<file path="src/rtl/tt_sweep_collector_pkg.sv">
// Shared types and defaults for the truth-table sweep collector.
// Optional feature macro used by this slice: TT_POPCOUNT_EN.
package tt_pkg;

    localparam int unsigned NIN_DEF  = 7;
    localparam int unsigned TT_W_DEF = 128;

    typedef enum logic [1:0] {IDLE, SWEEP, DRAIN, HOLD} tt_state_e;

    typedef logic [TT_W_DEF-1:0] tt_t;

endpackage

</file>
<file path="src/rtl/tt_sweep_collector_if.sv">
// Bundle of the function-side and consumer-side signals of the sweep collector.
// TT_POPCOUNT_EN adds the popcount signal.
interface tt_sweep_collector_if #(
    parameter int unsigned NIN = tt_pkg::NIN_DEF
) ();

    localparam int unsigned TT_W = 2 ** NIN;

    logic            start;
    logic [NIN-1:0]  x;
    logic            f_out;
    logic            busy;
    logic [TT_W-1:0] tt;
    logic            tt_valid;
    logic            tt_ready;
`ifdef TT_POPCOUNT_EN
    logic [NIN:0]    popcount;
`endif

    modport master (
        input  start,
        input  f_out,
        input  tt_ready,
        output x,
        output busy,
        output tt,
        output tt_valid
`ifdef TT_POPCOUNT_EN
        ,
        output popcount
`endif
    );

    modport slave (
        output start,
        output f_out,
        output tt_ready,
        input  x,
        input  busy,
        input  tt,
        input  tt_valid
`ifdef TT_POPCOUNT_EN
        ,
        input  popcount
`endif
    );

endinterface

</file>
<file path="src/rtl/tt_sweep_collector_sample_delay.sv">
// Carries {valid, minterm index} alongside the function's pipeline so each sample lands
// on the right truth-table bit; a plain pass-through for a combinational function.
module tt_sample_delay #(
    parameter int unsigned LAT = 0,
    parameter int unsigned IW  = 7
) (
    input  logic          i_clk,
    input  logic          i_rst,
    input  logic          i_valid,
    input  logic [IW-1:0] i_idx,
    output logic          o_valid,
    output logic [IW-1:0] o_idx
);

    if (LAT == 0) begin : g_pass
        assign o_valid = i_valid;
        assign o_idx   = i_idx;

        logic w_unused;
        assign w_unused = ^{i_clk, i_rst};
    end else begin : g_pipe
        logic [LAT-1:0] r_valid;
        logic [IW-1:0]  r_idx [LAT];

        always_ff @(posedge i_clk) begin
            if (i_rst) begin
                r_valid <= '0;
            end else begin
                r_valid[0] <= i_valid;
                for (int i = 1; i < int'(LAT); i++) begin
                    r_valid[i] <= r_valid[i-1];
                end
            end
        end

        // Index needs no reset: it is only consumed when its valid bit is set.
        always_ff @(posedge i_clk) begin
            r_idx[0] <= i_idx;
            for (int i = 1; i < int'(LAT); i++) begin
                r_idx[i] <= r_idx[i-1];
            end
        end

        assign o_valid = r_valid[LAT-1];
        assign o_idx   = r_idx[LAT-1];
    end

endmodule

</file>
<file path="src/rtl/tt_sweep_collector.sv">
// Sweeps every minterm onto x, captures f_out into the truth table and offers it via tt_valid/tt_ready.
// Define TT_POPCOUNT_EN to add a running count of ones in the table.
module tt_sweep_collector
    import tt_pkg::*;
#(
    parameter int unsigned NIN = NIN_DEF,
    parameter int unsigned LAT = 0
) (
    input  logic                 i_clk,
    input  logic                 i_rst,
    tt_sweep_collector_if.master io_bus
);

    localparam int unsigned TT_W     = 2 ** NIN;
    localparam int unsigned CNT_W    = (LAT > 1) ? $clog2(LAT) : 1;
    localparam logic [NIN:0] LAST_IDX = (NIN + 1)'(TT_W - 1);
    localparam logic [CNT_W-1:0] LAST_DRAIN = CNT_W'(LAT - 1);

    tt_state_e        r_state;
    tt_state_e        w_state_d;
    logic [NIN:0]     r_idx;
    logic [CNT_W-1:0] r_drain;
    logic [TT_W-1:0]  r_tt;
    logic             w_smp_in_valid;
    logic             w_smp_valid;
    logic [NIN-1:0]   w_smp_idx;
`ifdef TT_POPCOUNT_EN
    logic [NIN:0]     r_pop;
`endif

    always_comb begin
        w_state_d      = r_state;
        io_bus.x       = '0;
        w_smp_in_valid = 1'b0;
        unique case (r_state)
            IDLE: begin
                if (io_bus.start) begin
                    w_state_d = SWEEP;
                end
            end
            SWEEP: begin
                io_bus.x       = r_idx[NIN-1:0];
                w_smp_in_valid = 1'b1;
                if (r_idx == LAST_IDX) begin
                    w_state_d = (LAT == 0) ? HOLD : DRAIN;
                end
            end
            DRAIN: begin
                // Keep the last minterm on x while the function pipeline empties.
                io_bus.x = '1;
                if (r_drain == LAST_DRAIN) begin
                    w_state_d = HOLD;
                end
            end
            HOLD: begin
                if (io_bus.tt_ready) begin
                    w_state_d = IDLE;
                end
            end
            default: w_state_d = IDLE;
        endcase
    end

    tt_sample_delay #(
        .LAT (LAT),
        .IW  (NIN)
    ) u_sample_delay (
        .i_clk   (i_clk),
        .i_rst   (i_rst),
        .i_valid (w_smp_in_valid),
        .i_idx   (r_idx[NIN-1:0]),
        .o_valid (w_smp_valid),
        .o_idx   (w_smp_idx)
    );

    always_ff @(posedge i_clk) begin
        if (i_rst) begin
            r_state <= IDLE;
            r_idx   <= '0;
            r_drain <= '0;
            r_tt    <= '0;
`ifdef TT_POPCOUNT_EN
            r_pop   <= '0;
`endif
        end else begin
            r_state <= w_state_d;

            if (r_state == IDLE && io_bus.start) begin
                r_idx <= '0;
                r_tt  <= '0;
`ifdef TT_POPCOUNT_EN
                r_pop <= '0;
`endif
            end else if (r_state == SWEEP) begin
                r_idx <= r_idx + 1'b1;
            end

            if (r_state == DRAIN) begin
                r_drain <= r_drain + 1'b1;
            end else begin
                r_drain <= '0;
            end

            if (w_smp_valid) begin
                r_tt[w_smp_idx] <= io_bus.f_out;
`ifdef TT_POPCOUNT_EN
                r_pop <= r_pop + (NIN + 1)'(io_bus.f_out);
`endif
            end
        end
    end

    assign io_bus.busy     = (r_state == SWEEP) || (r_state == DRAIN);
    assign io_bus.tt_valid = (r_state == HOLD);
    assign io_bus.tt       = r_tt;
`ifdef TT_POPCOUNT_EN
    assign io_bus.popcount = r_pop;
`endif

endmodule
</file>
<file path="src/flat_wrapper.sv">
// flat-port wrapper written by rule: the top's interface ports become plain ports
module tt_sweep_collector_flat import tt_pkg::*;
#(
    parameter int unsigned NIN = NIN_DEF,
    parameter int unsigned LAT = 0
)
  (i_clk, i_rst, io_bus_start, io_bus_f_out, io_bus_tt_ready, io_bus_x, io_bus_busy, io_bus_tt, io_bus_tt_valid);
  tt_sweep_collector_if #(.NIN(NIN)) io_bus_i ();
  input  logic i_clk;
  input  logic i_rst;
  input wire logic [$bits(io_bus_i.start)-1:0] io_bus_start;
  input wire logic [$bits(io_bus_i.f_out)-1:0] io_bus_f_out;
  input wire logic [$bits(io_bus_i.tt_ready)-1:0] io_bus_tt_ready;
  output wire logic [$bits(io_bus_i.x)-1:0] io_bus_x;
  output wire logic [$bits(io_bus_i.busy)-1:0] io_bus_busy;
  output wire logic [$bits(io_bus_i.tt)-1:0] io_bus_tt;
  output wire logic [$bits(io_bus_i.tt_valid)-1:0] io_bus_tt_valid;
  assign io_bus_i.start = io_bus_start;
  assign io_bus_i.f_out = io_bus_f_out;
  assign io_bus_i.tt_ready = io_bus_tt_ready;
  assign io_bus_x = io_bus_i.x;
  assign io_bus_busy = io_bus_i.busy;
  assign io_bus_tt = io_bus_i.tt;
  assign io_bus_tt_valid = io_bus_i.tt_valid;
  tt_sweep_collector #(.NIN(NIN), .LAT(LAT)) u_core (.i_clk(i_clk), .i_rst(i_rst), .io_bus(io_bus_i));
endmodule
</file>
<file path="config.mk">
export PLATFORM = sky130hd
export DESIGN_NAME = tt_sweep_collector_flat
export DESIGN_NICKNAME = d
export VERILOG_FILES = /design/src/rtl/tt_sweep_collector_pkg.sv /design/src/rtl/tt_sweep_collector_if.sv /design/src/rtl/tt_sweep_collector_sample_delay.sv /design/src/rtl/tt_sweep_collector.sv /design/src/flat_wrapper.sv
export SDC_FILE = /design/constraint.sdc
export NUM_CORES = 1
export LEC_CHECK = 0
export ABC_CLOCK_PERIOD_IN_PS = 3400
export BUFFER_PORTS_ARGS = -buffer_cell sky130_fd_sc_hd__buf_2
export CORE_MARGIN = 10
export CORE_UTILIZATION = 50
export CTS_CLUSTER_DIAMETER = 40
export DETAILED_ROUTE_END_ITERATION = 6
export HOLD_SLACK_MARGIN = 0.06
export PLACE_DENSITY = 0.76
export RECOVER_POWER = 50
export SETUP_SLACK_MARGIN = 0.3
export SKIP_CTS_REPAIR_TIMING = 1
export SLEW_MARGIN = 20
export SYNTH_ARGS = -nofsm -noshare
export SYNTH_HDL_FRONTEND = slang
export SYNTH_SLANG_ARGS = --single-unit
</file>
<file path="constraint.sdc">
create_clock -name i_clk -period 3.4 [get_ports i_clk]
set_clock_uncertainty 0.1 [all_clocks]
set_input_delay 0.34 -clock i_clk [delete_from_list [all_inputs] [get_ports i_clk]]
set_output_delay 0.34 -clock i_clk [all_outputs]
set_load 0.02 [all_outputs]
</file>
**Yosys cells after proc, flatten, opt, wreduce, memory -nomap -nowiden**

Index checks and enable logic that the tools add are counted.

- Register bits: 139
- Bits in latches: 0
- RAM bits: 0
- ROM bits: 0
- Bits of input ports: 5
- Output and inout port bits: 137
- Memories kept: 0

- $add $sub $neg: 2
- Multiply operators: 0
- Div/mod/pow operators: 0
- Order comparisons: 2
- Equality and inequality tests: 8
- Shift operators: 0
- Multiplexer cells: 13
- Bitwise gates (word level): 1
- Reduce and logical (&&, ||, !) cells: 7

Operators with widths:

| kind | number |
|---|---|
| $mux W128 | 3 |
| $bwmux W128 | 1 |
| $pmux W7 S2 | 1 |
| $add A8 B1 Y8 const B | 1 |
| $eq A8 B7 Y1 const B | 1 |
| $lt A7 B8 Y1 const B | 1 |
| $mux W2 | 4 |
| $pmux W2 S4 | 1 |
| $demux W1 S7 | 1 |
| $ge A7 B1 Y1 const B | 1 |
| $eq A2 B2 Y1 const B | 2 |
| $ne A2 B1 Y1 const B | 2 |
| $ne A2 B2 Y1 const B | 2 |
| $reduce_and A4 Y1 | 1 |
| $reduce_or A2 Y1 | 2 |
| $eq A2 B1 Y1 const B | 1 |
| $logic_and A1 B1 Y1 | 2 |
| $logic_not A2 Y1 | 1 |
| $mux W1 | 2 |
| $add A1 B1 Y1 const B | 1 |
| $logic_or A1 B1 Y1 | 1 |
| $not A1 Y1 | 1 |

**Logic depth before layout (Yosys ltp)**

Gate-level depths: netlist of run 1.

- Depth in word-level cells: 6
- Gate-level depth with buffers: 8
- Mapped depth without buffers: 6

**Cells and area by module**

A second synthesis of run 1 with hierarchy kept.

- Cell total of the unflattened synthesis: 729
- Area total of the unflattened synthesis: 6,188.4 µm²

Modules (own cells, without submodules):

| module | instances | cells an instance | area each (µm²) |
|---|---|---|---|
| tt_sweep_collector | 1 | 721 | 6,128.4 |
| tt_sample_delay | 1 | 8 | 60.1 |

**Least setup slack after synthesis of run 1**

No wires, ideal clock.

- Kind: reg-to-output
- Start point: register u_core.r_state[1]
- End point: output port io_bus_x[0]
- Arrival time: 1,376 ps
- Data required time: 2,960 ps
- Slack: 1,584 ps
- Cell stages (with the launch flop): 7
- Path buffers: 2
- Cell sequence: dfxtp_1 inv_1 ha_1 buf_2 buf_1 a21oi_1 nor2b_1

- Longest elaborated chain between the ends: 2

RTL lines:

| item | RTL line | text |
|---|---|---|
| start: declaration | tt_sweep_collector.sv:19 | `tt_state_e r_state;` |
| start signal: assignment | tt_sweep_collector.sv:86 | `r_state <= w_state_d;` |
| $eq A2 B2 Y1 / $eq A2 B1 Y1 (equally long branches) | tt_sweep_collector.sv:35 | `unique case (r_state)` |
| $pmux W7 S2 (*) | tt_sweep_collector.sv:35 |  |
| end: declaration | flat_wrapper.sv:14 | `output wire logic [$bits(io_bus_i.x)-1:0] io_bus_x;` |

Every way passes the cells marked *; elsewhere a longest branch is shown, timed or not.

**Final worst setup path of run 1**

- Start point: register u_core.r_state[0]
- End point: register u_core.r_tt[34], in the netlist u_core.io_bus.tt[34]

- Longest elaborated chain between the ends: 6

RTL lines:

| item | RTL line | text |
|---|---|---|
| $logic_not A2 Y1 | tt_sweep_collector.sv:88 | `if (r_state == IDLE && io_bus.start) begin` |
| $logic_and A1 B1 Y1 | tt_sweep_collector.sv:88 |  |
| $mux W128 | tt_sweep_collector.sv:88 |  |
| $mux W128 | tt_sweep_collector.sv:77 | `if (i_rst) begin` |
| $bwmux W128 | tt_sweep_collector.sv:105 | `r_tt[w_smp_idx] <= io_bus.f_out;` |
| $mux W128 (*) | tt_sweep_collector.sv:104 | `if (w_smp_valid) begin` |
| end signal: indexed assignment | tt_sweep_collector.sv:105 |  |
| end: declaration | tt_sweep_collector.sv:23 | `logic [TT_W-1:0] r_tt;` |

Every way passes the cells marked *; elsewhere a longest branch is shown, timed or not. The select of a mux whose other input is x is not followed.
A chain may end at the register's enable or synchronous reset.

==> results of run 1 <==
routing by layer:
metal	vias to the layer above	track usage, %	part of all wire, %
met3	64	7.87	12
met4	0	9.92	2.8
met5	-	0	0
met2	431	36.8	45
li1	2897	-	-
met1	3072	32.0	40
worst paths after layout:
kind	endpoint	startpoint	depth (start not counted)	slack, ns
worst max-delay path	u_core.io_bus.tt[34]	u_core.r_state[0]	6	0.50
worst min-delay path	u_core.r_state[1]	io_bus_start	3	0.27
worst max register to register	u_core.io_bus.tt[34]	u_core.r_state[0]	6	0.50
worst min register to register	u_core.io_bus.tt[77]	u_core.io_bus.tt[77]	2	0.39
power groups by stage:
stage	logic, W	clock network (W)	registers, W
final	0.000741	0.00183	0.00168
after global routing	0.000800	0.00192	0.00168
after CTS	0.000736	0.00183	0.00168
after detailed placement	0.000735	0	0.00172
after global placement	0.000717	0	0.00171
after floorplan	0.000552	0	0.00170
cell type report:
cell class,count,share of cell area [%]
Tap cell,147,2.55
Inverter,3,0.156
Clock inverter,8,1.25
Sequential cell,139,38.6
Clock buffer,24,6.82
Multi-Input combinational cell,508,41.2
Timing Repair Buffer,157,9.46
synth_stat cells:
cell type    n
dfxtp_1    139
a21oi_1    138
nand3_1    138
o211ai_1   128
clkbuf_1    49
nor2_1      25
buf_2       21
nand2_1     20
nor2b_1     14
nand2b_1    13
nor3_2       7
ha_1         5
xor2_1       4
inv_1        3
nand4_1      3
buf_1        2
mux2i_1      2
o21ai_0      2
or3_1        2
and3_1       1
buf_4        1
buf_6        1
mux2_2       1
nor2_2       1
nor3_1       1
nor4_2       1
o2111ai_1    1
o31ai_1      1
metrics by stage:
stage	setup WS, ns	hold slack, ns	instance area, um2
after global routing	0.295	0.291	7210
after floorplan	1.58	0.358	6080
after detailed placement	0.682	0.385	6800
final	0.496	0.267	7210
after CTS	0.653	0.297	7380
after global placement	0.797	0.371	6800
critical path, cell delays in order, from the launching register on:
cell	delay, ns
dfxtp_1	0.36
inv_1	0.09
ha_1	0.22
nand2_1	1.20
buf_12	0.40
o211ai_1	0.17
a21oi_1	0.21
registers in the layout (all words and copies together) (netlist names):
signal and flops:
u_core.r_idx 8, u_core.r_drain 1, u_core.r_state 2, u_core.io_bus.tt 128
cells by family (layout without fill, tap and decap cells):
logic type,Yosys count,in the layout,share of synthesized area [%]
buf+inv,77,192,5.37
flops,139,139,45.8
compound gates,270,270,27.6
fa+ha+maj,5,5,1.03
simple gates,226,226,19.1
xor+xnor,4,4,0.577
mux,3,3,0.515
==> reports/results.tsv, run 1 <==
stage	metric	value	unit
power	peakVddDrop	537	uV
drt	ant_nets	0	
layout	fin_util	60.3	%
synth	syn-instance-count	724	
sta	setup_viol	0	
placed_design	dp_cells	954	
layout	finalNonFillerCells	986	
synth	syn_nets	734	
synth	yosysWarnings	0	
global_route	gr-total-overflow	0	
floorplanning	std_cell_rows	40	
sta	period_minus_slack	2.90	ns
cts	tritoncts	yes	
synth	ys_ff_latch	139	
power	pwr-share-clk	43.0	%
floorplanning	die_height	130	um
power	internal_power	0.00298	W
power	total_power	0.00425	W
global_route	track_usage	24.6	%
global_route	grt_first_pass_wirelength	33000	um
placed_design	dpl.hpwl	13500	um
drt	dr_total_vias	6464	
power	p_sw	0.00127	W
placed_design	portBuffers	141	
layout	seq_area	0.00278	mm2
setup_path	critPathLaunchType	flop	
power	p_seq_share	39.6	%
power	power_density	590	mW/mm2
cts	cts.sinks	139	
sta	worstMarginPinSlew	1.66	ns
cts	clk_path_buf_depth	2	
sta	max_slew_margin	-11.2	%
global_route	grt_max_degree	129	
power	p_leak	2.19	nW
synth	post-synth-top-area-cell	dfxtp_1	
layout	final_nets	836	
sta	fin_crit_sh	85.4	%
floorplanning	io_pins	142	
drt	wl	21500	um
cts	clk_pin_slew	0.06	ns
hold_path	hold_class	primary input to flop	
cts	numCtsBuffers	17	
setup_path	required	3.62	ns
setup_path	cp_max_fo	81	
power	switching_share	29.8	%
sta	hold_violations	0	
cts	clk_latency	0.42	ns
layout	n_fill_cell	1096	
floorplanning	die_x	130	um
layout	drive_above_1_share	7.87	%
placed_design	gp_congestion	0.883	
sta	rsz0062_at_grt	no	
synth	synth_top_area_share	45.8	%
power	p_comb_share	17.4	%
global_route	antenna_found_initial	0	
layout	final_common_cell	dfxtp_1	
floorplanning	core	0.0120	mm2
synth	ys_top_cells_by_area	dfxtp_1 (46%), o211ai_1 (16%), a21oi_1 (11%)	
drt	firstDrtPassIters	6	
sta	max_freq	344	MHz
run	max_cap_viol_count	1	
layout	antennaDiodeCount	0	
layout	multi_input_area	0.00297	mm2
synth	syn_avg_cell_area	8.39	um2
global_route	grt_pass1_vias	6097	
run_status	outcome	complete, but fails checks	
cts	clockRootBuffer	clkbuf_16	
synth	syn_area	0.00608	mm2
layout	mostFrequentLayoutCells	dfxtp_1 (139), a21oi_1 (138), nand3_1 (138), clkbuf_1 (133), o211ai_1 (128)	
drt	drc	0	
layout	area_growth	18.6	%
cts	cts.htree.levels	4	
synth	ys_seq_area_share	45.8	%
sta	finalSetupTns	0	ns
floorplanning	fp.dieArea	0.0170	mm2
floorplanning	start_util	50.8	%
synth	synth_cell_type_count	28	
setup_path	end_kind	flop	
drt	wire_per_inst	21.8	um
drt	drtIter0Drc	956	
drt	viasPerCell	6.56	
sta	slew_violations	49	
setup_path	critical_path_class	flop to flop	
setup_path	crit_arrival	3.12	ns
run_status	violations	max-capacitance violations, max-slew violations	
No activity file was read; power rests on OpenSTA's default activity.
==> run 2, diff against run 1 <==
--- a/config.mk
+++ b/config.mk
@@ -12,7 +12,7 @@
 export CTS_CLUSTER_DIAMETER = 40
 export DETAILED_ROUTE_END_ITERATION = 6
 export HOLD_SLACK_MARGIN = 0.06
-export PLACE_DENSITY = 0.76
+export PLACE_DENSITY = 0.75
 export RECOVER_POWER = 50
 export SETUP_SLACK_MARGIN = 0.3
 export SKIP_CTS_REPAIR_TIMING = 1
==> run 2 against run 1 <==
  * The flow now finishes without violations
  * Die area unchanged
  * Design area about the same
  * Routed wire length increased by 1.6%
  * Via count increased by 0.19%
  * Setup slack improved by 0.15 ns
  * Register-to-register slack improved by 0.15 ns
  * Final cell count increased by 0.41%
  * First-iteration DRC count decreased by 0.31%
  * Clock power decreased by 4%
  * Core utilization about the same
  * Sequential cell count unchanged
  * Sequential power about the same
  * Critical path type unchanged
  * Critical endpoint is now u_core.io_bus.tt[86]
==> reports/results.tsv, run 2 (same netlist as run 1, synthesis figures left out) <==
stage	metric	value	unit	change
sta	max_slew_margin	16.9	%	+28 points
placed_design	dpl.hpwl	14000	um	+3.3%
global_route	gr-total-overflow	0		unchanged
cts	numCtsBuffers	17		unchanged
cts	clk_latency	0.42	ns	about the same
power	peakVddDrop	458	uV	-15%
placed_design	gp_congestion	0.840		-4.9%
drt	firstDrtPassIters	7		+1
layout	area_growth	18.7	%	about the same
layout	antennaDiodeCount	0		unchanged
cts	clk_path_buf_depth	2		unchanged
power	power_density	582	mW/mm2	-1.3%
sta	setup_viol	0		unchanged
sta	hold_ws	0.303	ns	+0.0364 ns
drt	wl	21800	um	+1.6%
setup_path	crit_arrival	2.92	ns	-0.20 ns
drt	dr_wl_met3	2550	um	-2.7%
drt	wire_per_inst	22.0	um	+1.2%
drt	drc	0		unchanged
floorplanning	io_pins	142		unchanged
layout	mostFrequentLayoutCells	dfxtp_1 (139), a21oi_1 (138), nand3_1 (138), clkbuf_1 (133), o211ai_1 (128)		
cts	clockRootBuffer	clkbuf_16		
placed_design	placed_area	0.00682	mm2	+0.37%
sta	max_freq	363	MHz	+5.5%
floorplanning	core	0.0120	mm2	unchanged
sta	slew_violations	0		-100%
sta	period_minus_slack	2.75	ns	-0.153 ns
global_route	grt_pass1_vias	5969		-2.1%
cts	cts.htree.levels	4		unchanged
layout	postLayoutCellArea	0.00721	mm2	about the same
layout	largest_register_ffs	128		unchanged
cts	clk_pin_slew	0.06	ns	about the same
cts	tritoncts	yes		
drt	ant_nets	0		unchanged
global_route	grt_max_degree	129		unchanged
cts	cts.sinks	139		unchanged
layout	final_nets	841		+0.60%
sta	rsz0062_at_grt	no		
setup_path	end_kind	flop		
floorplanning	std_cell_rows	40		unchanged
floorplanning	fp.dieArea	0.0170	mm2	unchanged
setup_path	cp_max_fo	19		-77%
global_route	track_usage	24.9	%	+0.35 points
run_status	outcome	finished, final reports clean		
sta	fin_crit_sh	80.9	%	-4.5 points
global_route	grt_first_pass_wirelength	33200	um	+0.82%
hold_path	hold_class	primary input to flop		
power	total_power	0.00420	W	-1.2%
floorplanning	die_x	130	um	unchanged
drt	wl_met2	9730	um	+0.62%
layout	fin_util	60.3	%	about the same
placed_design	portBuffers	141		unchanged
drt	drt-met1-wl	8920	um	+4.0%
layout	drive_above_1_share	8.42	%	+0.56 points
sta	worstMarginPinSlew	1.25	ns	-0.418 ns
drt	highest_layer	met4		
sta	finalSetupTns	0	ns	unchanged
setup_path	critPathLaunchType	flop		
drt	viasPerCell	6.54		-0.22%
layout	final_common_cell	dfxtp_1		
run	max_cap_viol_count	0		-1
global_route	antenna_found_initial	0		unchanged
drt	drtIter0Drc	953		-0.31%
setup_path	required	3.57	ns	-0.05 ns
floorplanning	die_height	130	um	unchanged
setup_path	critical_path_class	flop to flop		
power	p_leak	2.20	nW	+0.27%
drt	dr_total_vias	6476		+0.19%
sta	hold_violations	0		unchanged
floorplanning	start_util	50.8	%	unchanged
-- run 2: stage by stage --
| stage | cells | worst slack (ns) |
|---|---|---|
| final | 990 | 0.648 |
| after global routing | 990 | 0.424 |
| after CTS | 990 | 0.734 |
| after detailed placement | 959 | 0.751 |
| after global placement | 959 | 0.824 |
| after floorplan | 724 | 1.58 |
-- run 2: where the power goes --
part	internal, W	leakage [nW]	switching (W)	total, W
logic	0.000184	0.803	0.000584	0.000768
registers	0.00165	1.12	0.0000284	0.00168
clock network	0.00107	0.278	0.000677	0.00175
-- run 2: path summary, 6_finish.rpt --
check	slack, ns	to	from	depth (start not counted)
min reg2reg	0.39	u_core.io_bus.tt[48]	u_core.io_bus.tt[48]	2
min	0.30	u_core.r_state[1]	io_bus_start	3
max	0.65	u_core.io_bus.tt[86]	u_core.r_state[1]	6
max reg2reg	0.65	u_core.io_bus.tt[86]	u_core.r_state[1]	6
-- run 2: layout make-up --
| type | count | area (um2) |
|---|---|---|
| fill | 1131 | 4750 |
| tap | 147 | 184 |
| multi-input combinational | 508 | 2970 |
| clock inverter | 8 | 67.6 |
| clock buffer | 23 | 488 |
| sequential | 139 | 2780 |
| timing repair buffer | 162 | 706 |
| inverter | 3 | 11.3 |
-- run 2: critical path: stages (launching register included) --
cell and delay [ns]:
dfxtp_1 0.34, inv_1 0.08, ha_1 0.50, nor2b_1 0.33
nand3_1 0.70, o211ai_1 0.44, a21oi_1 0.10
-- run 2: metal layers --
| layer | vias to the layer above | global-route usage (%) |
|---|---|---|
| met4 | 0 | 10.3 |
| met5 | - | 0 |
| met1 | 3094 | 32.3 |
| met2 | 407 | 37.2 |
| li1 | 2913 | - |
| met3 | 62 | 8.19 |
==> run 3, diff against run 2 <==
--- a/config.mk
+++ b/config.mk
@@ -5,14 +5,14 @@
 export SDC_FILE = /design/constraint.sdc
 export NUM_CORES = 1
 export LEC_CHECK = 0
-export ABC_CLOCK_PERIOD_IN_PS = 3400
+export ABC_CLOCK_PERIOD_IN_PS = 2500
 export BUFFER_PORTS_ARGS = -buffer_cell sky130_fd_sc_hd__buf_2
 export CORE_MARGIN = 10
-export CORE_UTILIZATION = 50
+export CORE_UTILIZATION = 49
 export CTS_CLUSTER_DIAMETER = 40
 export DETAILED_ROUTE_END_ITERATION = 6
 export HOLD_SLACK_MARGIN = 0.06
-export PLACE_DENSITY = 0.75
+export PLACE_DENSITY = 0.77
 export RECOVER_POWER = 50
 export SETUP_SLACK_MARGIN = 0.3
 export SKIP_CTS_REPAIR_TIMING = 1
==> constraint.sdc (replaced) <==
create_clock -name i_clk -period 2.5 [get_ports i_clk]
set_clock_uncertainty 0.1 [all_clocks]
set_input_delay 0.25 -clock i_clk [delete_from_list [all_inputs] [get_ports i_clk]]
set_output_delay 0.25 -clock i_clk [all_outputs]
set_load 0.02 [all_outputs]
==> run 3 against run 2 <==
  * Non-clock buffer count up 21
  * Total power rose by 48%
  * Routed wire length up 1.4%
  * Clock power increased by 63%
  * Worst hold slack worse by 0.17 ns
==> reports/results.tsv, run 3 (same netlist as run 1, synthesis figures left out) <==
stage	metric	value	unit	change
cts	clockRootBuffer	clkbuf_16		
cts	tritoncts	yes		
layout	drive_above_1_share	11.2	%	+2.8 points
layout	final_common_cell	dfxtp_1		
sta	max_freq	449	MHz	
cts	cts.htree.levels	4		unchanged
setup_path	worst_path_largest_cell_delay	0.55	ns	-0.15 ns
drt	firstDrtPassIters	6		-1
sta	slew_violations	0		unchanged
global_route	grt_max_degree	75		-42%
global_route	grt_pass1_vias	6468		+8.4%
drt	wl	22100	um	+1.4%
floorplanning	die_x	131	um	+0.86%
setup_path	reg2reg_slack	0.34	ns	-0.31 ns
floorplanning	die_height	131	um	+0.86%
setup_path	critPathLaunchType	flop		
floorplanning	std_cell_rows	40		unchanged
cts	numCtsBuffers	17		unchanged
power	power_density	823	mW/mm2	+41%
cts	clk_pin_slew	0.06	ns	about the same
floorplanning	start_util	50.4	%	-0.42 points
drt	drc	0		unchanged
floorplanning	io_pins	142		unchanged
sta	worstMarginPinSlew	0.679	ns	-0.567 ns
sta	period_minus_slack	2.23	ns	
setup_path	cp_cell_sequence	clkbuf_1 > a21oi_1 > nor2b_1 > buf_2		
power	p_leak	2.36	nW	+7.1%
placed_design	gp_congestion	0.892		+6.3%
global_route	grt_first_pass_wirelength	35200	um	+5.9%
sta	rsz0062_at_grt	no		
setup_path	cp_slowest_cell	dfxtp_1		
hold_path	hold_class	primary input to flop		
floorplanning	fp.dieArea	0.0173	mm2	+1.7%
setup_path	critical_path_class	flop to output pin		
drt	wire_per_inst	21.4	um	-2.8%
layout	final_nets	862		+2.5%
layout	antennaDiodeCount	0		unchanged
power	peakVddDrop	562	uV	+23%
sta	max_slew_margin	54.3	%	+37 points
sta	finalSetupTns	0	ns	unchanged
sta	hold_violations	0		unchanged
run_status	outcome	finished, final reports clean		
cts	clk_latency	0.43	ns	about the same
placed_design	dpl.hpwl	14700	um	+5.5%
drt	ant_nets	0		unchanged
run	max_cap_viol_count	0		unchanged
layout	mostFrequentLayoutCells	dfxtp_1 (139), a21oi_1 (138), nand3_1 (138), clkbuf_1 (131), o211ai_1 (128)		
drt	viasPerCell	6.37		-2.6%
sta	fin_crit_sh	89.0	%	
floorplanning	core	0.0121	mm2	+0.84%
global_route	track_usage	24.7	%	-0.21 points
cts	cts.sinks	139		unchanged
cts	clk_path_buf_depth	2		unchanged
drt	dr_total_vias	6584		+1.7%
layout	area_growth	24.5	%	
sta	hold_ws	0.136	ns	-0.167 ns
global_route	gr-total-overflow	0		unchanged
sta	setup_viol	0		unchanged
setup_path	crit_arrival	1.88	ns	-1.04 ns
placed_design	portBuffers	141		unchanged
setup_path	required	2.15	ns	-1.42 ns
layout	largest_register_ffs	128		unchanged
setup_path	end_kind	output pin		
global_route	antenna_found_initial	0		unchanged
drt	drtIter0Drc	1042		+9.3%
setup_path	cp_max_fo	10		-9
[run 3: worst max-delay path, delay by kind of cell, from the launching register on]
family / cells / cell delay [ns]
AND/OR/NAND/NOR: 1 / 0.13
AO/OA/AOI/OAI: 1 / 0.15
flip-flops: 1 / 0.55
buffers and inverters: 2 / 0.62
[run 3: cell type report]
type	count	area (um2)
fill	1094	4500
multi-input combinational	508	2990
sequential	139	2780
clock inverter	10	186
clock buffer	22	484
inverter	3	11.3
tap	168	210
timing repair buffer	183	898
[run 3: layer usage]
metal	GRT usage [%]	vias up	share of wire, %
met5	0	-	0
met4	10.8	0	2.8
met3	7.51	55	10
met2	38.5	416	46
met1	30.8	3159	41
li1	-	2954	-
[run 3: power by group]
group | internal (W) | switching, W
Sequential | 0.00225 | 0.0000410
Clock | 0.00188 | 0.000980
Combinational | 0.000297 | 0.000783
[run 3: through the flow]
step	util, %	std cells	power, W	setup WS (ns)	instance area (um2)
finish	62.7	1033	0.00622	0.275	7560
global route	62.7	1033	0.00641	0.194	7560
CTS	63.9	1033	0.00617	0.350	7710
detailed placement	58.4	1001	0.00337	0.389	7040
global placement	58.4	1001	0.00332	0.536	7040
floorplan	-	724	0.00307	0.727	6080
[run 3: worst paths after layout]
kind                              from                    end  depth (start not counted)
setup reg to reg       u_core.r_idx[5]  u_core.io_bus.tt[126]                          5
hold / removal            io_bus_f_out   u_core.io_bus.tt[76]                          3
setup / recovery       u_core.r_idx[5]            io_bus_x[5]                          4
hold reg to reg   u_core.io_bus.tt[77]   u_core.io_bus.tt[77]                          2
